==> config.mk <==
export PLATFORM = sky130hd
export DESIGN_NAME = memory_control_flat
export DESIGN_NICKNAME = d
export VERILOG_FILES = /design/src/rtl/memory_control_if.sv /design/src/rtl/memory_control.sv /design/src/flat_wrapper.sv
export SDC_FILE = /design/constraint.sdc
export NUM_CORES = 1
export LEC_CHECK = 0
export ABC_AREA = 1
export BUFFER_PORTS_ARGS = -buffer_cell sky130_fd_sc_hd__buf_4
export CORE_MARGIN = 5
export CORE_UTILIZATION = 42
export DETAILED_ROUTE_END_ITERATION = 8
export PLACE_DENSITY = 0.82
export SYNTH_ARGS = -nofsm -noshare
export SYNTH_HDL_FRONTEND = slang
export SYNTH_SLANG_ARGS = --single-unit
export TNS_END_PERCENT = 5
==> constraint.sdc <==
create_clock -name clk -period 3.5 [get_ports clk]
set_input_delay 0.175 -clock clk [delete_from_list [all_inputs] [get_ports clk]]
set_output_delay 0.175 -clock clk [all_outputs]
set_load 0.01 [all_outputs]
==> src/rtl/memory_control_if.sv <==
// -----------------------------------------------------------------------------
// memory_control_if
//
// Bundles the CPU-side request/response signals of the IF and MEM pipeline
// stages together with the single mmu port that memory_control arbitrates.
//
// Signals:
//   if_req, if_address          IF fetch request (level) and byte address
//   if_data, wait_if            fetched word and IF stall
//   op_mem                      MEM op: 00 none, 01 write, 10 read, 11 none
//   mem_address, mem_byte_en    MEM byte address and write byte lanes
//   mem_data_in                 MEM write data
//   mem_data_out, wait_mem      MEM read word and MEM stall
//   mmu_write_enable            byte write enables to the mmu
//   mmu_address, mmu_data_in    address / write data to the mmu
//   mmu_data_out                read data from the mmu
//
// Modports:
//   slave   the arbiter (memory_control)
//   master  the CPU stages plus the mmu (the environment around the arbiter)
// -----------------------------------------------------------------------------
interface memory_control_if;
  logic        if_req;
  logic [31:0] if_address;
  logic [31:0] if_data;
  logic        wait_if;

  logic [1:0]  op_mem;
  logic [31:0] mem_address;
  logic [3:0]  mem_byte_en;
  logic [31:0] mem_data_in;
  logic [31:0] mem_data_out;
  logic        wait_mem;

  logic [3:0]  mmu_write_enable;
  logic [31:0] mmu_address;
  logic [31:0] mmu_data_in;
  logic [31:0] mmu_data_out;

  modport slave (
    input  if_req, if_address, op_mem, mem_address, mem_byte_en, mem_data_in,
           mmu_data_out,
    output if_data, wait_if, mem_data_out, wait_mem,
           mmu_write_enable, mmu_address, mmu_data_in
  );

  modport master (
    output if_req, if_address, op_mem, mem_address, mem_byte_en, mem_data_in,
           mmu_data_out,
    input  if_data, wait_if, mem_data_out, wait_mem,
           mmu_write_enable, mmu_address, mmu_data_in
  );
endinterface

==> src/rtl/memory_control.sv <==
// -----------------------------------------------------------------------------
// memory_control
//
// Single-port arbiter between the CPU instruction-fetch (IF) and memory (MEM)
// stages and the mmu. One access at a time; address, write data and owner are
// latched on acceptance and held on the mmu port for the whole access. Reads
// wait a fixed READ_LATENCY; writes pulse mmu_write_enable for one cycle.
// MEM has priority over IF, but an accepted access always runs to completion.
// Every access ends in a one-cycle DONE state, during which the owner's stall
// drops, followed by at least one IDLE cycle before the next acceptance.
//
// Parameters:
//   READ_LATENCY  cycles from mmu_address valid to mmu_data_out valid (>= 1)
//
// Ports:
//   clk    system clock, rising edge
//   reset  asynchronous, active-high reset
//   bus    memory_control_if.slave (IF/MEM stage signals and the mmu port)
//
// Optional feature (compile-time macro):
//   MEMORY_CONTROL_IF_BUFFER_EN  one-entry fetch buffer. A fetch hitting the
//                                buffered word tag completes from IDLE straight
//                                to DONE without an mmu access. Any MEM write
//                                invalidates the buffer.
// -----------------------------------------------------------------------------
module memory_control #(
  parameter int unsigned READ_LATENCY = 1
) (
  input  logic            clk,
  input  logic            reset,
  memory_control_if.slave bus
);

  localparam int unsigned      CNT_W    = (READ_LATENCY > 1) ? $clog2(READ_LATENCY) : 1;
  localparam logic [CNT_W-1:0] CNT_LOAD = CNT_W'(READ_LATENCY - 1);

  typedef enum logic [2:0] {
    S_IDLE,
    S_IF_READ,
    S_MEM_READ,
    S_MEM_WRITE,
    S_DONE
  } state_e;

  typedef enum logic {
    OWN_IF,
    OWN_MEM
  } owner_e;

  typedef enum logic [1:0] {
    OP_NONE  = 2'b00,
    OP_WRITE = 2'b01,
    OP_READ  = 2'b10,
    OP_RSVD  = 2'b11
  } mem_op_e;

  state_e            state_q;
  owner_e            owner_q;
  logic [CNT_W-1:0]  cnt_q;
  logic [3:0]        we_q;
  logic [31:0]       addr_q;
  logic [31:0]       wdata_q;
  logic [31:0]       if_data_q;
  logic [31:0]       mem_data_q;

  logic              mem_op_valid;
  logic              mem_op_write;
  logic              read_last;
  logic              buf_hit;
  logic [31:0]       buf_data;

  // 2'b11 is reserved and behaves exactly like "no operation".
  assign mem_op_write = (bus.op_mem == OP_WRITE);
  assign mem_op_valid = mem_op_write || (bus.op_mem == OP_READ);

  // Final cycle of a read: the mmu word is valid and gets captured this edge.
  assign read_last = (cnt_q == '0);

`ifdef MEMORY_CONTROL_IF_BUFFER_EN
  logic        buf_valid_q;
  logic [29:0] buf_tag_q;
  logic [31:0] buf_data_q;

  // Tag is the word address, so fetches differing only in byte offset share
  // the entry.
  assign buf_hit  = buf_valid_q && (buf_tag_q == bus.if_address[31:2]);
  assign buf_data = buf_data_q;

  // The buffer holds architecturally visible state (it can short-circuit a
  // fetch), so unlike a plain data RAM it must come out of reset invalid.
  always_ff @(posedge clk or posedge reset) begin
    if (reset) begin
      buf_valid_q <= 1'b0;
      buf_tag_q   <= '0;
      buf_data_q  <= '0;
    end else if (state_q == S_MEM_WRITE) begin
      // Conservative: any write may alias the buffered word.
      buf_valid_q <= 1'b0;
    end else if (state_q == S_IF_READ && read_last) begin
      buf_valid_q <= 1'b1;
      buf_tag_q   <= addr_q[31:2];
      buf_data_q  <= bus.mmu_data_out;
    end
  end
`else
  assign buf_hit  = 1'b0;
  assign buf_data = '0;
`endif

  // Access sequencer. All mmu-facing outputs are registers, so the mmu port
  // is glitch-free and stays stable for the whole access.
  always_ff @(posedge clk or posedge reset) begin
    if (reset) begin
      state_q    <= S_IDLE;
      owner_q    <= OWN_IF;
      cnt_q      <= '0;
      we_q       <= '0;
      addr_q     <= '0;
      wdata_q    <= '0;
      if_data_q  <= '0;
      mem_data_q <= '0;
    end else begin
      // NOTE: sequential state uses non-blocking assignments only, so every
      // branch below sees the pre-edge values regardless of statement order.
      // The default clear keeps the write strobe to exactly one cycle.
      we_q <= '0;

      case (state_q)
        S_IDLE: begin
          if (mem_op_valid) begin
            owner_q <= OWN_MEM;
            addr_q  <= bus.mem_address;
            wdata_q <= bus.mem_data_in;
            if (mem_op_write) begin
              state_q <= S_MEM_WRITE;
              we_q    <= bus.mem_byte_en;
            end else begin
              state_q <= S_MEM_READ;
              cnt_q   <= CNT_LOAD;
            end
          end else if (bus.if_req) begin
            owner_q <= OWN_IF;
            if (buf_hit) begin
              // Served locally; the mmu port keeps its previous contents.
              if_data_q <= buf_data;
              state_q   <= S_DONE;
            end else begin
              addr_q  <= bus.if_address;
              wdata_q <= bus.mem_data_in;
              state_q <= S_IF_READ;
              cnt_q   <= CNT_LOAD;
            end
          end
        end

        S_IF_READ, S_MEM_READ: begin
          if (read_last) begin
            // The data register is updated even if the requester has since
            // dropped its request; only the stall release is then unseen.
            if (state_q == S_IF_READ) begin
              if_data_q <= bus.mmu_data_out;
            end else begin
              mem_data_q <= bus.mmu_data_out;
            end
            state_q <= S_DONE;
          end else begin
            cnt_q <= cnt_q - CNT_W'(1);
          end
        end

        S_MEM_WRITE: state_q <= S_DONE;

        S_DONE: state_q <= S_IDLE;

        default: state_q <= S_IDLE;
      endcase
    end
  end

  // Stalls are combinational on the request so a stage is held from the very
  // cycle it asks; they drop only in the owner's DONE cycle. In reset the FSM
  // sits in IDLE, so each stall simply mirrors its request.
  assign bus.wait_if  = bus.if_req && !(state_q == S_DONE && owner_q == OWN_IF);
  assign bus.wait_mem = mem_op_valid && !(state_q == S_DONE && owner_q == OWN_MEM);

  assign bus.if_data          = if_data_q;
  assign bus.mem_data_out     = mem_data_q;
  assign bus.mmu_write_enable = we_q;
  assign bus.mmu_address      = addr_q;
  assign bus.mmu_data_in      = wdata_q;

endmodule

==> src/flat_wrapper.sv <==
// flat-port wrapper written by rule: the top's interface ports become plain ports
module memory_control_flat 
#(
  parameter int unsigned READ_LATENCY = 1
)
  (clk, reset, bus_if_req, bus_if_address, bus_op_mem, bus_mem_address, bus_mem_byte_en, bus_mem_data_in, bus_mmu_data_out, bus_if_data, bus_wait_if, bus_mem_data_out, bus_wait_mem, bus_mmu_write_enable, bus_mmu_address, bus_mmu_data_in);
  memory_control_if bus_i ();
  input  logic clk;
  input  logic reset;
  input wire logic [$bits(bus_i.if_req)-1:0] bus_if_req;
  input wire logic [$bits(bus_i.if_address)-1:0] bus_if_address;
  input wire logic [$bits(bus_i.op_mem)-1:0] bus_op_mem;
  input wire logic [$bits(bus_i.mem_address)-1:0] bus_mem_address;
  input wire logic [$bits(bus_i.mem_byte_en)-1:0] bus_mem_byte_en;
  input wire logic [$bits(bus_i.mem_data_in)-1:0] bus_mem_data_in;
  input wire logic [$bits(bus_i.mmu_data_out)-1:0] bus_mmu_data_out;
  output wire logic [$bits(bus_i.if_data)-1:0] bus_if_data;
  output wire logic [$bits(bus_i.wait_if)-1:0] bus_wait_if;
  output wire logic [$bits(bus_i.mem_data_out)-1:0] bus_mem_data_out;
  output wire logic [$bits(bus_i.wait_mem)-1:0] bus_wait_mem;
  output wire logic [$bits(bus_i.mmu_write_enable)-1:0] bus_mmu_write_enable;
  output wire logic [$bits(bus_i.mmu_address)-1:0] bus_mmu_address;
  output wire logic [$bits(bus_i.mmu_data_in)-1:0] bus_mmu_data_in;
  assign bus_i.if_req = bus_if_req;
  assign bus_i.if_address = bus_if_address;
  assign bus_i.op_mem = bus_op_mem;
  assign bus_i.mem_address = bus_mem_address;
  assign bus_i.mem_byte_en = bus_mem_byte_en;
  assign bus_i.mem_data_in = bus_mem_data_in;
  assign bus_i.mmu_data_out = bus_mmu_data_out;
  assign bus_if_data = bus_i.if_data;
  assign bus_wait_if = bus_i.wait_if;
  assign bus_mem_data_out = bus_i.mem_data_out;
  assign bus_wait_mem = bus_i.wait_mem;
  assign bus_mmu_write_enable = bus_i.mmu_write_enable;
  assign bus_mmu_address = bus_i.mmu_address;
  assign bus_mmu_data_in = bus_i.mmu_data_in;
  memory_control #(.READ_LATENCY(READ_LATENCY)) u_core (.clk(clk), .reset(reset), .bus(bus_i));
endmodule
==> results.json <==
{
  "synth_cells": 664,
  "cts_buffers": 17,
  "fin_crit_sh": 0.692,
  "crit_path_max_incr_delay_ns": 0.82,
  "grt_pass1_wl_mm": 27.2,
  "grt_antenna_before_repair": 0,
  "drv_slew": 0,
  "cts_sinks": 136,
  "r2r_cells": 5,
  "arrival_ns": 2.25,
  "syn_area_per_cell_um2": 8.58,
  "start_util": 0.428,
  "dp_hpwl_mm": 12.1,
  "dieArea_mm2": 0.0160,
  "r2r-start": "u_core.state_q[2]$_DFFE_PP0P_",
  "grt_pass1_vias": 5415,
  "crit_type": "input port to primary output",
  "grt_start_max_net_pins": 137,
  "pwr_density_cell_mw_per_mm2": 936,
  "via_per_inst": 4.86,
  "seqCellArea_mm2": 0.00340,
  "min_path_type": "input port to async pin",
  "cp.required_ns": 3.32,
  "cts_tree": "built",
  "n_antenna_cell": 0,
  "multi_input_area_mm2": 0.00190,
  "fin_cells": 1112,
  "synthTopCellsByArea": "dfrtp_1, nand2_1, o21ai_0, nand4_1, inv_1",
  "rsz0062_at_grt": "false",
  "dr_total_vias": 5408,
  "gr-usage-all-layers": 0.210,
  "io-pin-count": 271,
  "dp_cells": 1076,
  "yosysTopAreaCell": "dfrtp_1",
  "syn_area_mm2": 0.00570,
  "cp-start-kind": "input port",
  "ys_types": 18,
  "maxCapViolCount": 0,
  "htreeDepth": 4,
  "die_w_um": 126,
  "clock_skew_ns": 0.0109,
  "port_buffers": 270,
  "slowest_stage": "clkinv_1",
  "fill_cells": 1128,
  "grt.overflow.total": 0,
  "clk_latency_ns": 0.41,
  "final_cell_mix": "nand2_1, buf_4, dfrtp_1",
  "grtUsageMet1": 0.264,
  "cts_hold_buffers": 4,
  "r2r_slack_ns": 1.26,
  "num_rows": 42,
  "ant_nets": 0,
  "drive_above_1_share": 0.337,
  "relSlewSlack": 0.379,
  "area_delta_synth_final_pct": 48.4,
  "gr-usage-met2": 0.332,
  "yosysTopAreaCellShare": 0.597,
  "clockBufferDepth": 2,
  "fin_nets": 1062,
  "mappedNetlistNets": 803,
  "cts_resized": 0,
  "ys_ff_latch": 136,
  "yosys_warnings": 0,
  "first_pass_iters": 4,
  "fin_tns_setup_ns": 0,
  "core_area_mm2": 0.0133,
  "hold_viol": 34,
  "drt_wl_total_mm": 16.9,
  "drt-initial-drc-count": 360,
  "wl_per_cell_um": 15.2,
  "use_met3": 0.0799,
  "cpLargestDelayFamily": "buffers and inverters",
  "ir_drop_uv": 437,
  "top_usage_layer": "met2",
  "seq_area_frac_synth": 0.597,
  "r2r-end": "u_core.bus.mmu_address[12]$_DFFE_PP0P_",
  "cts_setup_buffers": 0,
  "finalSetupViolCount": 0,
  "crit_path_cell_trace": "buf_4 > inv_1 > ha_1 > buf_4 > clkinv_1 > nand2_1 > inv_1 > buf_4",
  "critPathMaxFanout": 34,
  "p_leak_nw": 4.75,
  "crit_buf_inv": 6,
  "clk_pin_slew_worst_paths_ns": 0.06,
  "whs_ns": -0.0748,
  "timing.fmax_ghz": 0.413,
  "gp_congestion": 0.805,
  "worst_path_most_repeated_cell": "buf_4",
  "status": "complete, but fails checks",
  "route.detailed.drc": 0,
  "final_common_cell": "nand2_1",
  "period_needed_ns": 2.42,
  "cts_root_buffer": "clkbuf_16",
  "fp.dieH_um": 126,
  "tightest_slew_ns": 0.926,
  "worst-path-stages": 8,
  "end_kind": "primary output",
  "violations": "hold timing"
}
synthesized netlist by cell type, drive strengths merged:
cell    instances
nand2         296
dfrtp         136
o21ai          65
inv            46
nand3          36
nand4          32
buf            26
clkbuf         16
nor2            8
ha              2
clkinv          1
report_power, final:
group | switching (mW) | internal, mW
sequential | 0.437 | 2.33
combinational | 1.83 | 1.46
clock | 0.657 | 1.20
total | 2.92 | 4.99
worst min-delay path, delay by kind of cell:
kind / cells / cell delay (ns)
buffers and inverters: 3 / 0.64
logic make-up (layout without fill, tap and decap cells):
kind of cell               Yosys count  in the layout  share of synthesized area
adders and majority gates            2              2                    0.00439
buffers and inverters               89            361                     0.0696
DFF                                136            136                      0.597
AOI/OAI and AO/OA                   65             65                     0.0571
and+or+nand+nor                    372            372                      0.271
registers in the layout, indices dropped and copies added (netlist names):
name,cells
u_core.state_q,3
u_core.bus.mmu_write_enable,4
u_core.bus.mmu_data_in,32
u_core.bus.if_data,32
u_core.bus.mem_data_out,32
u_core.owner_q,1
u_core.bus.mmu_address,32
per-stage QoR:
step	instance area, um2	utilization	setup slack, ns	power (mW)
final	8450	0.636	1.08	7.91
after global routing	8450	0.636	0.866	8.49
after CTS	8450	0.636	0.996	7.99
after detailed placement	7800	0.587	1.04	6.12
after global placement	7800	0.587	1.12	6.00
after floorplan	5700	-	1.63	4.44
how the worst max path moves through the flow:
stage	from	to
5_1_grt	bus_op_mem[0]	bus_wait_mem
4_1_cts	bus_op_mem[0]	bus_wait_mem
3_3_place_gp	bus_op_mem[0]	bus_wait_mem
6_report	bus_op_mem[0]	bus_wait_mem
2_1_floorplan	reset	u_core.bus.if_data[0]$_DFFE_PP0P_
3_5_place_dp	bus_op_mem[0]	bus_wait_mem
cell type report:
class                           instances  area share
Sequential cell                       136       0.403
Timing Repair Buffer                  282       0.253
Multi-Input combinational cell        439       0.225
Clock buffer                           21      0.0521
Tap cell                              176      0.0260
Inverter                               47      0.0213
Clock inverter                         11      0.0203
metal layers:
metal,wire length (um),vias to the layer above
li1,-,2612
met5,0,-
met2,7850,265
met4,403,0
met1,6800,2500
met3,1840,31
No activity file was read; power rests on OpenSTA's default activity.
